$ cat src/rtl/leading_zero_stripper_pkg.sv
// rtl/leading_zero_stripper_pkg.sv - shared widths, state encoding and legal CHUNK values
package leading_zero_stripper_pkg;

   localparam int WORD_W  = 32;
   localparam int COUNT_W = 6;
   localparam int LZ_W    = 4;

   typedef enum logic [1:0] {
      ST_IDLE = 2'd0,
      ST_SCAN = 2'd1,
      ST_DONE = 2'd2
   } state_e;

   localparam int CHUNK_LEGAL_0 = 1;
   localparam int CHUNK_LEGAL_1 = 2;
   localparam int CHUNK_LEGAL_2 = 4;
   localparam int CHUNK_LEGAL_3 = 8;

   function automatic logic chunk_legal(input int c);
      return (c == CHUNK_LEGAL_0) || (c == CHUNK_LEGAL_1) ||
             (c == CHUNK_LEGAL_2) || (c == CHUNK_LEGAL_3);
   endfunction

endpackage

$ cat src/rtl/lz_chunk_encoder.sv
// rtl/lz_chunk_encoder.sv - combinational CHUNK-bit leading-zero priority encoder
module lz_chunk_encoder
   import leading_zero_stripper_pkg::*;
#(
   parameter int CHUNK = 4
) (
   input  logic [CHUNK-1:0] chunk,
   output logic             all_zero,
   output logic [LZ_W-1:0]  lz
);

   assign all_zero = ~|chunk;

   // Scan upward so the highest set bit is the last (winning) assignment.
   always_comb begin
      lz = '0;
      for (int i = 0; i < CHUNK; i++) begin
         if (chunk[i]) begin
            lz = LZ_W'(CHUNK - 1 - i);
         end
      end
   end

endmodule

$ cat src/rtl/leading_zero_stripper.sv
// rtl/leading_zero_stripper.sv - iterative leading-zero count and normalise; option LZS_ZERO_BYPASS_EN
module leading_zero_stripper
   import leading_zero_stripper_pkg::*;
#(
   parameter int CHUNK = 4
) (
   input  logic                clk,
   input  logic                rst_n,
   input  logic                start,
   input  logic [WORD_W-1:0]   in_word,
   output logic                busy,
   output logic                done,
   output logic [COUNT_W-1:0]  lz_count,
   output logic [WORD_W-1:0]   norm_word,
   output logic                is_zero
);

   state_e               state_q, state_d;
   logic [WORD_W-1:0]    work_q, work_d;
   logic [COUNT_W-1:0]   count_q, count_d;

   logic [CHUNK-1:0]     top_chunk;
   logic                 chunk_all_zero;
   logic [LZ_W-1:0]      chunk_lz;

   assign top_chunk = work_q[WORD_W-1 -: CHUNK];

   lz_chunk_encoder #(
      .CHUNK (CHUNK)
   ) u_enc (
      .chunk    (top_chunk),
      .all_zero (chunk_all_zero),
      .lz       (chunk_lz)
   );

   always_comb begin
      state_d = state_q;
      work_d  = work_q;
      count_d = count_q;
      case (state_q)
         ST_IDLE: begin
            if (start) begin
               work_d  = in_word;
               count_d = '0;
               state_d = ST_SCAN;
`ifdef LZS_ZERO_BYPASS_EN
               if (in_word == '0) begin
                  count_d = COUNT_W'(WORD_W);
                  state_d = ST_DONE;
               end
`endif
            end
         end
         ST_SCAN: begin
            if (chunk_all_zero) begin
               work_d  = work_q << CHUNK;
               count_d = count_q + COUNT_W'(CHUNK);
               if (count_d == COUNT_W'(WORD_W)) begin
                  state_d = ST_DONE;
               end
            end else begin
               work_d  = work_q << chunk_lz;
               count_d = count_q + COUNT_W'(chunk_lz);
               state_d = ST_DONE;
            end
         end
         ST_DONE: state_d = ST_IDLE;
         default: state_d = ST_IDLE;
      endcase
   end

   always_ff @(posedge clk or negedge rst_n) begin
      if (!rst_n) begin
         state_q <= ST_IDLE;
         work_q  <= '0;
         count_q <= '0;
      end else begin
         state_q <= state_d;
         work_q  <= work_d;
         count_q <= count_d;
      end
   end

   // Only an all-zero operand can push the count to a full word.
   assign busy      = (state_q != ST_IDLE);
   assign done      = (state_q == ST_DONE);
   assign lz_count  = count_q;
   assign norm_word = work_q;
   assign is_zero   = (count_q == COUNT_W'(WORD_W));

endmodule
$ cat config.mk
export PLATFORM = sky130hd
export DESIGN_NAME = leading_zero_stripper
export DESIGN_NICKNAME = d
export VERILOG_FILES = /design/src/rtl/leading_zero_stripper_pkg.sv /design/src/rtl/lz_chunk_encoder.sv /design/src/rtl/leading_zero_stripper.sv
export SDC_FILE = /design/constraint.sdc
export NUM_CORES = 1
export LEC_CHECK = 0
export CORE_MARGIN = 10
export CORE_UTILIZATION = 45
export DETAILED_ROUTE_END_ITERATION = 16
export DONT_BUFFER_PORTS = 1
export GPL_ROUTABILITY_DRIVEN = 0
export PLACE_DENSITY = 0.65
export SLEW_MARGIN = 30
export SYNTH_ARGS = -nofsm -noshare
export SYNTH_HDL_FRONTEND = slang
export SYNTH_SLANG_ARGS = --single-unit
$ cat constraint.sdc
create_clock -name clk -period 6.5 [get_ports clk]
set_input_delay 1.3 -clock clk [delete_from_list [all_inputs] [get_ports clk]]
set_output_delay 1.3 -clock clk [all_outputs]
set_load 0.01 [all_outputs]
==> run metrics <==
status finished, final reports clean; Relative slew margins 0.437; dpl ws 3.65 ns; RSZ-0062 raised after global routing false; clock sinks 40; # nets final between 400 and 500; vias in the first global route between 3000 and 4000; Clock Power Share 0.106; Post-Route WL between 10000 and 15000 um; sequential fraction of the synthesis area 0.302; post-CTS setup buffer count 0; grt total ovfl 0; crit-path max FO 23; Top Ports 76; asr flop ratio synth 1.00; Required @ worst endpoint 5.20 ns; Reg2Reg Depth 7; DP Area around 3300 um2; Pint 0.803 mW; clock-pin slew on the worst setup and hold paths 0.08 ns; post-route ant nets 0; Sw Pwr roughly 0.9 mW; Yosys cell types 55; Peak Freq between 300 and 400 MHz; Avg Cell Area, Syn around 7.9 um2; capturing element type of the critical path output port; placed instance count 480; crit path time final 3.03 ns; Synth Warn # 0; Final Skew 0.0134 ns; drt wl/cell about 21 um; Leak approximately 1.3 nW; H-tree depth 2; arrival time worst endpoint between 1.5 and 2 ns; initial antenna violation count 0; CTS tree done; share of cells above drive strength 1 0.0566; Residual DRC 0; vias per cell 6.62; endpoints failing setup 0; Diodes inserted 0; Syn Inst Count 421; Iteration-0 DRC Markers approximately 270; CP startpoint kind register; Final WS setup approximately 3.5 ns; syn_nets 461; most common cell after layout, fill and taps aside a21oi_1; Post-CTS Hold Buffers 0; maximum VDD drop 0.212 mV; Rows 31; Skew-Pair Late Insertion Delay between 0.3 and 0.4 ns; Clock Tree Buf Depth 2; gr usage total 0.176; IO Port Bufs 0; DP HPWL just under 7000 um; Tcrit/Tclk final 0.466; Logic pwr share 0.514; Die Span Y ~110 um; top_reg_cell synth dfrtp_1; sequential share of power 0.381; post-route insts no fill 488; post-synthesis cell area around 3300 um2; most frequent cells in the layout a21oi_1 (77), nand2_1 (56), dfrtp_1 (40); clk root buf clkbuf_8; CTS buffer count 5; critical path class reg2out; Pwr Total approximately 1.7 mW; pwr dens between 500 and 600 nW/um2; final design utilization 0.467; Synth Register Bits 40; # resized after CTS 0; Slew @ Worst Pin around 0.84 ns; max-cap violations 0; 1st-pass router iterations 5; Initial Util 0.460; Die Width around 110 um; worst min path class reg2reg; Fin Setup TNS 0 ns; post-layout instance area 3370 um2; hold slack ~0.66 ns; first-pass GRT wire length approximately 16000 um; via count 3231; Area Overhead vs Synth 1.55%; Final Hold Vio Count 0; largest net degree at the start of global routing between 40 and 50; Slew Viols, Final 0; Switching Share 0.533; full die area about 11000 um2; EDFF count, synth 0; hold path cells 2; core footprint about 7200 um2
==> metal layers <==
layer  wire length [um]  share of wire  up-vias  track usage
met5                  0              0        -            0
li1                   -              -     1518            -
met1               4350           0.42     1593        0.220
met3                907          0.088        4       0.0530
met4                 55         0.0053        0       0.0532
met2               5020           0.49      116        0.284
==> Yosys cell counts (4+ instances only) <==
cell type,instances,share of area
ha_1,5,0.019
dfrtp_1,40,0.30
nor2b_1,11,0.021
o21ai_0,8,0.012
buf_1,6,0.0068
o211ai_1,4,0.0090
nand2_1,56,0.063
a2bb2oi_1,19,0.050
buf_2,10,0.015
buf_6,4,0.014
o21a_1,5,0.011
o22a_1,20,0.053
inv_1,12,0.014
nor2_1,13,0.015
o221ai_1,25,0.066
clkbuf_1,24,0.027
nand2b_1,21,0.040
a21oi_1,77,0.12
o32a_1,6,0.018
==> flip-flops by register name (all words and copies together), names as in the netlist <==
signal,count
norm_word,32
lz_count,6
state_q,2
==> layout make-up <==
class                           count  area, um2
Clock buffer                        6       82.6
Inverter                           13       48.8
Multi-Input combinational cell    324       2070
Fill cell                         718       3840
Timing Repair Buffer                4       30.0
Sequential cell                    40       1000
Tap cell                           99        124
Clock inverter                      2       10.0
==> power groups by stage <==
stage / Sequential [mW] / Combinational (mW) / Clock (mW)
after floorplan: 0.542 / 0.783 / 0
after global placement: 0.655 / 0.858 / 0
after detailed placement: 0.660 / 0.872 / 0
after CTS: 0.655 / 0.878 / 0.182
after global routing: 0.686 / 0.980 / 0.194
final: 0.655 / 0.884 / 0.182
==> critical path: stages, from the launching register on <==
cell	delay (ns)
dfrtp_1	0.61
inv_1	0.45
nor2_1	0.37
==> final timing paths <==
kind                       slack, ns             to     startpoint
setup reg to reg                3.88    lz_count[4]  norm_word[29]
setup / recovery                3.47           done     state_q[1]
hold reg to reg                 0.66    lz_count[0]    lz_count[0]
hold / removal                  0.66    lz_count[0]    lz_count[0]
min in group asynchronous       0.68  norm_word[16]          rst_n
max in group asynchronous       5.71   norm_word[4]          rst_n
==> logic make-up after synthesis <==
group	share of synthesized area
multiplexers	0.00942
XOR/XNOR	0.00792
AO/OA/AOI/OAI	0.412
AND/OR/NAND/NOR	0.173
adder cells (fa/ha/maj)	0.0188
buffers and inverters	0.0773
flip-flops	0.302
No activity file was read; power rests on OpenSTA's default activity.
